**config.mk**
```make
export PLATFORM = sky130hd
export DESIGN_NAME = shift_seq8
export DESIGN_NICKNAME = d
export VERILOG_FILES = /design/src/rtl/shift_seq8_pkg.sv /design/src/rtl/shift_seq8_step.sv /design/src/rtl/shift_seq8.sv
export SDC_FILE = /design/constraint.sdc
export NUM_CORES = 1
export LEC_CHECK = 0
export CAP_MARGIN = 0
export CORE_UTILIZATION = 45
export CTS_BUF_LIST = sky130_fd_sc_hd__clkbuf_8
export CTS_CLUSTER_DIAMETER = 150
export CTS_CLUSTER_SIZE = 25
export DETAILED_ROUTE_END_ITERATION = 16
export PLACE_DENSITY = 0.82
export SLEW_MARGIN = 20
export SYNTH_ARGS = -nofsm -noshare
export SYNTH_HDL_FRONTEND = slang
export SYNTH_SLANG_ARGS = --single-unit
```
**constraint.sdc**
```tcl
create_clock -name clk -period 1.96 [get_ports clk]
set_input_delay 0.588 -clock clk [delete_from_list [all_inputs] [get_ports clk]]
set_output_delay 0.588 -clock clk [all_outputs]
set_load 0.01 [all_outputs]
```
**src/rtl/shift_seq8_pkg.sv**
```systemverilog
// Shared encodings and sizing for the shift_seq8 sequencer and its single-step stage.
package shift_seq8_pkg;

   localparam int WIDTH    = 8;
   localparam int SHW      = 3;
   localparam int STEP_MAX = 3;

   typedef enum logic [1:0] {
      OP_LSL = 2'b00,
      OP_LSR = 2'b01,
      OP_ASR = 2'b10,
      OP_ROR = 2'b11
   } op_e;

   typedef enum logic [1:0] {
      ST_IDLE  = 2'b00,
      ST_SHIFT = 2'b01,
      ST_DONE  = 2'b10
   } state_e;

endpackage

```
**src/rtl/shift_seq8_step.sv**
```systemverilog
// Single-step shifter: one 0..3 bit shift of an 8-bit word for all four shift ops.
module shift_step8
   import shift_seq8_pkg::*;
(
   input  logic [WIDTH-1:0] d_in,
   input  logic [1:0]       op,
   input  logic [1:0]       step,
   output logic [WIDTH-1:0] d_out
);

   localparam logic [3:0] W4 = 4'(WIDTH);

   always_comb begin
      d_out = d_in;
      case (op)
         OP_LSL:  d_out = d_in << step;
         OP_LSR:  d_out = d_in >> step;
         OP_ASR:  d_out = $signed(d_in) >>> step;
         // step==0 makes the left term shift by WIDTH, i.e. vanish.
         OP_ROR:  d_out = (d_in >> step) | (d_in << (W4 - {2'b00, step}));
         default: d_out = d_in;
      endcase
   end

endmodule

```
**src/rtl/shift_seq8.sv**
```systemverilog
// Shift sequencer: splits a 0..7 shift into steps of at most 3 applied on consecutive cycles.
module shift_seq8
   import shift_seq8_pkg::*;
(
   input  logic             clk,
   input  logic             reset_n,
   input  logic             start,
   input  logic [1:0]       op,
   input  logic [WIDTH-1:0] d_in,
   input  logic [SHW-1:0]   shamt,
   output logic [WIDTH-1:0] d_out,
   output logic             busy,
   output logic             done,
   output logic [SHW-1:0]   remain
);

   // Handshake: start is honoured only while busy is low; the request is
   // latched on that edge and done pulses for one cycle when d_out is final.
   state_e           state_q, state_d;
   op_e              op_q, op_d;
   logic [WIDTH-1:0] data_q, data_d;
   logic [SHW-1:0]   remain_q, remain_d;
   logic [1:0]       step;
   logic [SHW-1:0]   remain_next;
   logic [WIDTH-1:0] step_out;

   always_comb begin
      step        = (remain_q > SHW'(STEP_MAX)) ? 2'(STEP_MAX) : remain_q[1:0];
      remain_next = remain_q - {{(SHW-2){1'b0}}, step};
   end

   shift_step8 u_step (
      .d_in  (data_q),
      .op    (op_q),
      .step  (step),
      .d_out (step_out)
   );

   always_ff @(posedge clk or negedge reset_n) begin
      if (!reset_n) begin
         state_q  <= ST_IDLE;
         op_q     <= OP_LSL;
         data_q   <= '0;
         remain_q <= '0;
      end else begin
         state_q  <= state_d;
         op_q     <= op_d;
         data_q   <= data_d;
         remain_q <= remain_d;
      end
   end

   always_comb begin
      state_d  = state_q;
      op_d     = op_q;
      data_d   = data_q;
      remain_d = remain_q;
      case (state_q)
         ST_IDLE: begin
            if (start) begin
               op_d     = op_e'(op);
               data_d   = d_in;
               remain_d = shamt;
               state_d  = (shamt == '0) ? ST_DONE : ST_SHIFT;
            end
         end
         ST_SHIFT: begin
            data_d   = step_out;
            remain_d = remain_next;
            if (remain_next == '0) state_d = ST_DONE;
         end
         ST_DONE: state_d = ST_IDLE;
         default: state_d = ST_IDLE;
      endcase
   end

   assign d_out  = data_q;
   assign remain = remain_q;
   assign busy   = (state_q != ST_IDLE);
   assign done   = (state_q == ST_DONE);

endmodule

```
==> results of run 1 <==
==> path summary, 6_finish.rpt <==
check                           startpoint    endpoint  slack, ps  cells after the start
min in group asynchronous          reset_n    d_out[3]        650                      2
worst max-delay path              d_out[2]    d_out[2]         20                      1
worst min-delay path            state_q[1]  state_q[0]        640                      2
worst max register to register   remain[2]    d_out[4]         80                      7
max in group asynchronous          reset_n  state_q[0]       1110                      2
worst min register to register  state_q[1]  state_q[0]        640                      2
==> metrics by stage <==
| step | setup WS, ps | util |
|---|---|---|
| global route | -42.5 | 0.656 |
| finish | 24.5 | 0.656 |
| CTS | -7.24 | 0.637 |
| detailed placement | 21.7 | 0.619 |
| global placement | 83.3 | 0.619 |
| floorplan | 28.4 | - |
==> sequential cells by signal, indices dropped and copies added (netlist names) <==
name	flops
remain	3
op_q	2
state_q	2
d_out	8
==> report_power, final <==
part / internal (mW) / total (mW) / switching, mW
clock network: 0.139 / 0.247 / 0.109
registers: 0.484 / 0.755 / 0.271
logic: 1.27 / 2.57 / 1.31
total: 1.89 / 3.58 / 1.69
==> area by class of cell <==
class	instances	area [µm²]	area share
well taps	31	38.8	0.0213
clock buffers	3	41.3	0.0226
clock inverters	1	3.75	0.00206
repair buffers	50	454	0.249
flip-flops and latches	15	380	0.209
multi-input cells	127	867	0.475
inverters	9	38.8	0.0213
==> layer usage <==
metal,up-vias,part of all wire,track usage
li1,709,-,-
met1,746,0.41,0.397
met2,99,0.49,0.429
met3,13,0.087,0.0323
met4,0,0.016,0.0976
met5,-,0,0
==> logic make-up after synthesis <==
group	after synthesis	synth area share
compound gates	69	0.345
simple gates	49	0.206
fa+ha+maj	2	0.0188
buf+inv	24	0.0895
mux	7	0.0584
flops	15	0.282
==> repair_timing <==
item | 4_1_cts | 5_1_grt
buffers inserted | 0 | 5
setup endpoints to repair | 2 | 6
pin swaps | 0 | 4
hold buffers | 0 | 0
gates resized for setup | 1 | 8
==> synth_stat cells (all sizes together), types with 3 or more instances <==
| cell | instances | share of area |
|---|---|---|
| o211ai | 5 | 0.028 |
| nand2b | 4 | 0.019 |
| buf | 6 | 0.034 |
| nor2b | 4 | 0.019 |
| mux2 | 6 | 0.051 |
| a31oi | 10 | 0.047 |
| a211o | 3 | 0.020 |
| or2 | 4 | 0.019 |
| o21ai | 9 | 0.034 |
| dfrtp | 15 | 0.28 |
| a22oi | 3 | 0.017 |
| or3b | 4 | 0.026 |
| nand3 | 3 | 0.011 |
| inv | 8 | 0.023 |
| nor2 | 11 | 0.031 |
| clkbuf | 9 | 0.026 |
| o22ai | 12 | 0.056 |
| nand2 | 10 | 0.028 |
| a21oi | 13 | 0.049 |
==> results.md, run 1 <==
- Chip height: 56.3 µm
- Slowest CP cell: clkdlybuf4s50_1
- Num ports: 29
- Hold Vio Cnt, Final: 0
- Total gr overflow: 0
- H-Tree Depth: 1
- Routability congestion estimate: 1.06
- Area of placed instances: 1720 µm²
- Distinct cells, synth: 46
- CP Cell Sequence: clkdlybuf4s50_1
- Initial DRC Count: 142
- Clock root cell: clkbuf_8
- Synth Register Bits: 15
- Final hold slack: 643 ps
- PwrDens: 1960 nW/µm²
- Period utilization: 0.987
- Die width: 56.3 µm
- Total track usage: 0.276
- Most common cell after layout, fill and taps aside: clkdlybuf4s50_1
- Required @ worst endpoint: 1370 ps
- Maximum Capacitance Violations: 0
- Sequential fraction of the synthesis area: 0.282
- Cell Area, Synth: 1330 µm²
- Final worst clock skew: 2.64 ps
- Setup Crit Path Kind: reg -> out
- Cell area after layout: 1820 µm²
- Final WL: 4370 µm
- CTS tree: built
- Initial antenna violation count: 0
- Max Fclk: 517 MHz
- Insertion delay of the later-clocked pin in the worst-skew pair: 250 ps
- Post-synth EDFFs: 0
- Fill count: 224
- Status: finished clean
- Worst VDD drop: 1.24 mV
- First-pass GRT wire length: 6860 µm
- Vias in the first global route: 1,431
- Fin nets: 224
- Maximum buffer depth of the clock tree: 2
- Max Slew Vio Count: 0
- I/O Buffers: 28
- Slew of the pin with the lowest slew margin: 449 ps
- Die area: 3170 µm²
- Cell Rows: 19
- Leakage: 0.767 nW
- Min-delay worst type: reg -> reg
- Clock transition at path regs: 60 ps
- CTS Sinks: 15
- Synth async-reset ratio: 1.00
- Crit path DAT: 1350 ps
- Layout cells sized above 1: 0.224
- Critical Path Max Stage Delay: 590 ps
- Post-synthesis instance total: 166
- Via count: 1,567
- Detailed placement HPWL: 3090 µm
- Initial cell density of the core: 0.478
- DRT Pass-1 Iters: 4
- Main synth FF type: dfrtp_1
- Non-Filler Instances: 236
- Most frequent cells in the layout: clkdlybuf4s50_1 (26), buf_4 (21), a21oi_1 (13)
- Drt drc: 0
- Tmin final: 1940 ps
- Inst Count DP: 227
- DRT antenna net count: 0
- Worst path bufs/invs: 1
- Synth Net Count: 184
- Synth warn: 0
- Crit start category: flip-flop
- Routed len/inst: 18.5 µm
- Crit path max fanout: 7
- Final setup vio count: 0
- Synth-to-layout area growth: 37.3%
- Worst Setup End Kind: output port
- Setup tns final: 0 ps
- Largest net degree at the start of global routing: 18
- Vias per cell: 6.64
- Cts bufs inserted: 3
- Diodes inserted: 0
- Synthesized area per cell: 8.00 µm²
- Core Region: 2780 µm²
- CP top delay family: buffers and inverters
- Pwr Total: 3.58 mW
- Worst slew margin: 0.699
Note: power is estimated with default switching activity, not from simulation.
==> run 2, diff against run 1 <==
- SKIP_CTS_REPAIR_TIMING: default -> 1
==> results.md, run 2 (same netlist as run 1, synthesis figures left out) <==
- Chip height: 56.3 µm (unchanged)
- Via count: 1,542 (-1.6%)
- Clock root cell: clkbuf_8
- Reg2Reg Launch Point: remain[2]
- CP top delay family: buffers and inverters
- Num ports: 29 (unchanged)
- Most frequent cells in the layout: clkdlybuf4s50_1 (25), buf_4 (16), a21oi_1 (13)
- Fin nets: 219 (-2.2%)
- DRT Pass-1 Iters: 5 (+1)
- Diodes inserted: 0 (unchanged)
- Max Slew Vio Count: 0 (unchanged)
- Period utilization: 0.973 (-0.0149)
- Synth-to-layout area growth: 34.7%
- Routed len/inst: 18.5 µm (-0.20%)
- Status: finished clean
- Crit path max fanout: 7 (unchanged)
- Final worst clock skew: 4.28 ps (+1.64 ps)
- H-Tree Depth: 1 (unchanged)
- Worst VDD drop: 1.22 mV (-1.6%)
- Max Fclk: 525 MHz (+1.5%)
- PwrDens: 1960 nW/µm² (-0.25%)
- CP endpoint: d_out[2]
- Layout cells sized above 1: 0.205 (-0.0194)
- Setup tns final: 0 ps (unchanged)
- Cts bufs inserted: 3 (unchanged)
- Die area: 3170 µm² (unchanged)
- Total gr overflow: 0 (unchanged)
- Slew of the pin with the lowest slew margin: 457 ps (+7.75 ps)
- Total track usage: 0.277 (+0.000975)
- Maximum Capacitance Violations: 0 (unchanged)
- Final WL: 4270 µm (-2.3%)
- Inst Count DP: 227 (unchanged)
- Fill count: 237 (+5.8%)
- Stages on the worst setup path: 1 (unchanged)
- Worst path bufs/invs: 1 (unchanged)
- Clock transition at path regs: 60 ps (about the same)
- Post-layout util: 0.643 (-0.0126)
- Slowest CP cell: clkdlybuf4s50_1
- Insertion delay of the later-clocked pin in the worst-skew pair: 250 ps (about the same)
- CTS Sinks: 15 (unchanged)
- Initial antenna violation count: 0 (unchanged)
- Critical Path Max Stage Delay: 590 ps (about the same)
- Worst Setup SP: d_out[2]
- Int Pwr: 1.83 mW (-3.2%)
- Worst Setup End Kind: output port
- Largest net degree at the start of global routing: 18 (unchanged)
- Die width: 56.3 µm (unchanged)
- I/O Buffers: 28 (unchanged)
- Hold Vio Cnt, Final: 0 (unchanged)
- Routability congestion estimate: 1.06 (unchanged)
- Vias in the first global route: 1,426 (-0.35%)
- Sequential power share: 0.214 (+0.003)
- Cell Rows: 19 (unchanged)
- R2R depth: 7 (unchanged)
- Drt drc: 0 (unchanged)
- Final setup vio count: 0 (unchanged)
- Detailed placement HPWL: 3090 µm (unchanged)
- CP Cell Sequence: clkdlybuf4s50_1
- Worst slew margin: 0.694 (-0.00519)
- Core Region: 2780 µm² (unchanged)
- Max reg flops: 8 (unchanged)
- Min-delay worst type: in -> async
- Required @ worst endpoint: 1370 ps (about the same)
- Leakage: 0.754 nW (-1.7%)
- Sw frac: 0.477 (+0.00538)
- DRT antenna net count: 0 (unchanged)
- Initial DRC Count: 130 (-8.5%)
- R2R Path End: d_out[4]
- Maximum buffer depth of the clock tree: 2 (unchanged)
- Crit start category: flip-flop
- Vias per cell: 6.68 (+0.53%)
- CTS tree: built
- Clock network power share: 0.072 (+0.003)
- Crit path DAT: 1320 ps (-30 ps)
- Non-Filler Instances: 231 (-2.1%)
- Switching pwr: 1.67 mW (-1.0%)
- Tmin final: 1910 ps (-29.2 ps)
- First-pass GRT wire length: 6890 µm (+0.41%)
- Most common cell after layout, fill and taps aside: clkdlybuf4s50_1
- FF-to-FF setup slack: 80 ps (about the same)
- Initial cell density of the core: 0.478 (unchanged)
- Setup Crit Path Kind: reg -> out
- Comb power frac: 0.714 (-0.006)
[run 2: layout make-up]
type | count | area [µm²] | area share
clock buffers | 3 | 41.3 | 0.0231
clock inverters | 1 | 3.75 | 0.00210
inverters | 9 | 38.8 | 0.0217
multi-input cells | 127 | 867 | 0.485
flip-flops and latches | 15 | 380 | 0.213
well taps | 31 | 38.8 | 0.0217
repair buffers | 45 | 419 | 0.234
[run 2: power by group through the flow]
stage	Sequential, mW	Combinational (mW)	Clock [mW]
global route	0.775	2.67	0.275
detailed placement	0.727	2.42	0
finish	0.750	2.50	0.251
CTS	0.723	2.43	0.251
global placement	0.720	2.37	0
floorplan	0.705	1.61	0
[run 2: worst min-delay path by stage]
| stage | from | to | slack, ps | depth (start not counted) |
|---|---|---|---|---|
| after floorplan | reset_n | d_out[0] | 290 | 0 |
| after global placement | state_q[1] | state_q[0] | 620 | 2 |
| after detailed placement | state_q[1] | state_q[0] | 630 | 2 |
| after CTS | state_q[1] | state_q[0] | 640 | 2 |
| after global routing | reset_n | d_out[3] | 660 | 2 |
| final | reset_n | d_out[3] | 650 | 2 |
[run 2: stage by stage]
stage	setup WS (ps)	hold WS, ps	power, mW	instance area, µm²
6_report	53.7	646	3.50	1790
3_3_place_gp	83.3	621	3.09	1720
5_1_grt	-2.54	660	3.72	1790
3_5_place_dp	21.7	633	3.15	1720
2_1_floorplan	28.4	292	2.31	1370
4_1_cts	-7.24	644	3.40	1770
[run 2: layer usage]
layer | GRT usage | part of all wire | routed length, µm | vias to the layer above
met5 | 0 | 0 | 0 | -
met4 | 0.0871 | 0.016 | 68 | 0
met3 | 0.0323 | 0.10 | 425 | 10
met2 | 0.435 | 0.48 | 2040 | 113
met1 | 0.398 | 0.41 | 1740 | 721
li1 | - | - | - | 698
==> run 3, diff against run 2 <==
- ABC_AREA: default -> 0
- GPL_ROUTABILITY_DRIVEN: default -> 0
==> results.md, run 3 (same netlist as run 1, synthesis figures left out) <==
- Layout cells sized above 1: 0.192 (-0.0131)
- Crit path DAT: 1320 ps (about the same)
- Cts bufs inserted: 3 (unchanged)
- CTS Sinks: 15 (unchanged)
- Setup tns final: 0 ps (unchanged)
- Switching pwr: 1.68 mW (+0.82%)
- RSZ-0062 raised after global routing: no
- Setup Crit Path Kind: reg -> out
- Diodes inserted: 0 (unchanged)
- Worst path bufs/invs: 2 (+1)
- Hold Vio Cnt, Final: 0 (unchanged)
- Synth-to-layout area growth: 33.1%
- Core Region: 2780 µm² (unchanged)
- Clock network power share: 0.074 (+0.002)
- Post-layout util: 0.636 (-0.00720)
- Total track usage: 0.278 (+0.000840)
- Chip height: 56.3 µm (unchanged)
- Most common cell after layout, fill and taps aside: clkdlybuf4s50_1
- Vias in the first global route: 1,401 (-1.8%)
- Comb power frac: 0.697 (-0.017)
- Slowest CP cell: clkdlybuf4s50_1
- Worst Setup End Kind: output port
- Worst VDD drop: 1.29 mV (+5.9%)
- Max Slew Vio Count: 0 (unchanged)
- Status: finished clean
- Detailed placement HPWL: 3020 µm (-2.3%)
- DRT Pass-1 Iters: 8 (+3)
- CTS tree: built
- Stages on the worst setup path: 3 (+2)
- Fin nets: 217 (-0.91%)
- Inst Count DP: 225 (-0.88%)
- Non-Filler Instances: 229 (-0.87%)
- I/O Buffers: 28 (unchanged)
- R2R Path End: d_out[4]
- Slew of the pin with the lowest slew margin: 502 ps (+45.5 ps)
- Fin worst setup slack: 52.9 ps (-0.867 ps)
- Worst slew margin: 0.664 (-0.0304)
- Pre-CTS setup slack: 19.8 ps (-1.86 ps)
- H-Tree Depth: 1 (unchanged)
- Int Pwr: 1.79 mW (-2.0%)
- Largest net degree at the start of global routing: 18 (unchanged)
- Final setup vio count: 0 (unchanged)
- DRT antenna net count: 0 (unchanged)
- Area of placed instances: 1710 µm² (-0.87%)
- PwrDens: 1960 nW/µm² (+0.48%)
- Worst Setup SP: state_q[0]
- Initial DRC Count: 132 (+1.5%)
- Leakage: 0.733 nW (-2.7%)
- Clock transition at path regs: 60 ps (about the same)
- R2R depth: 7 (unchanged)
- Sw frac: 0.484 (+0.00704)
- CP endpoint: busy
- Maximum buffer depth of the clock tree: 2 (unchanged)
- Max reg flops: 8 (unchanged)
- Reg2Reg Launch Point: remain[2]
- Insertion delay of the later-clocked pin in the worst-skew pair: 250 ps (about the same)
- Final worst clock skew: 1.32 ps (-2.96 ps)
- Min-delay worst type: in -> async
- Most frequent cells in the layout: clkdlybuf4s50_1 (26), buf_4 (14), a21oi_1 (13)
- Num ports: 29 (unchanged)
- Critical Path Max Stage Delay: 470 ps (-120 ps)
- FF-to-FF setup slack: 70 ps (about the same)
- Period utilization: 0.973 (about the same)
- Sequential power share: 0.229 (+0.015)
- Drt drc: 0 (unchanged)
- Initial cell density of the core: 0.478 (unchanged)
- Tmin final: 1910 ps (+0.867 ps)
- Die width: 56.3 µm (unchanged)
- Crit path max fanout: 3 (-4)
- Crit start category: flip-flop
- Maximum Capacitance Violations: 0 (unchanged)
- Clock root cell: clkbuf_8
- Initial antenna violation count: 0 (unchanged)
- First-pass GRT wire length: 6900 µm (+0.20%)
- Cell area after layout: 1770 µm² (-1.1%)
- Vias per cell: 6.88 (+3.0%)
- Max Fclk: 524 MHz (about the same)
- Total gr overflow: 0 (unchanged)
- CP Cell Sequence: nor2_2, inv_1, clkdlybuf4s50_1
- Die area: 3170 µm² (unchanged)
- CP top delay family: buffers and inverters
- Routed len/inst: 18.7 µm (+1.5%)
- Required @ worst endpoint: 1370 ps (about the same)
- Cell Rows: 19 (unchanged)
- Via count: 1,575 (+2.1%)
- Final WL: 4290 µm (+0.63%)
run 3: stage by stage:
stage / hold WS (ps) / power (mW)
3_3_place_gp: 610 / 3.03
3_5_place_dp: 638 / 3.11
2_1_floorplan: 292 / 2.31
6_report: 657 / 3.48
4_1_cts: 649 / 3.38
5_1_grt: 675 / 3.69
run 3: how the worst min path moves through the flow:
stage | startpoint | endpoint | slack, ps | cells past startpoint
6_report | reset_n | remain[1] | 660 | 2
5_1_grt | reset_n | remain[1] | 670 | 2
4_1_cts | state_q[1] | state_q[0] | 650 | 2
3_5_place_dp | state_q[1] | state_q[0] | 640 | 2
3_3_place_gp | state_q[1] | state_q[0] | 610 | 2
2_1_floorplan | reset_n | d_out[0] | 290 | 0
run 3: power by group through the flow:
| stage | clock network [mW] | logic (mW) | registers, mW |
|---|---|---|---|
| floorplan | 0 | 1.61 | 0.705 |
| global placement | 0 | 2.28 | 0.749 |
| detailed placement | 0 | 2.35 | 0.760 |
| CTS | 0.257 | 2.36 | 0.756 |
| global route | 0.278 | 2.61 | 0.805 |
| finish | 0.258 | 2.42 | 0.796 |
run 3: layout make-up:
| type | count | area, µm² |
|---|---|---|
| fillers | 235 | 1010 |
| multi-input cells | 127 | 865 |
| repair buffers | 43 | 402 |
| flip-flops and latches | 15 | 380 |
| clock buffers | 3 | 41.3 |
| inverters | 9 | 38.8 |
| well taps | 31 | 38.8 |
| clock inverters | 1 | 3.75 |
run 3: routing by layer:
layer	wire length, µm	track usage
met1	1640	0.374
met2	1960	0.439
met3	511	0.0484
met4	184	0.118
met5	0	0
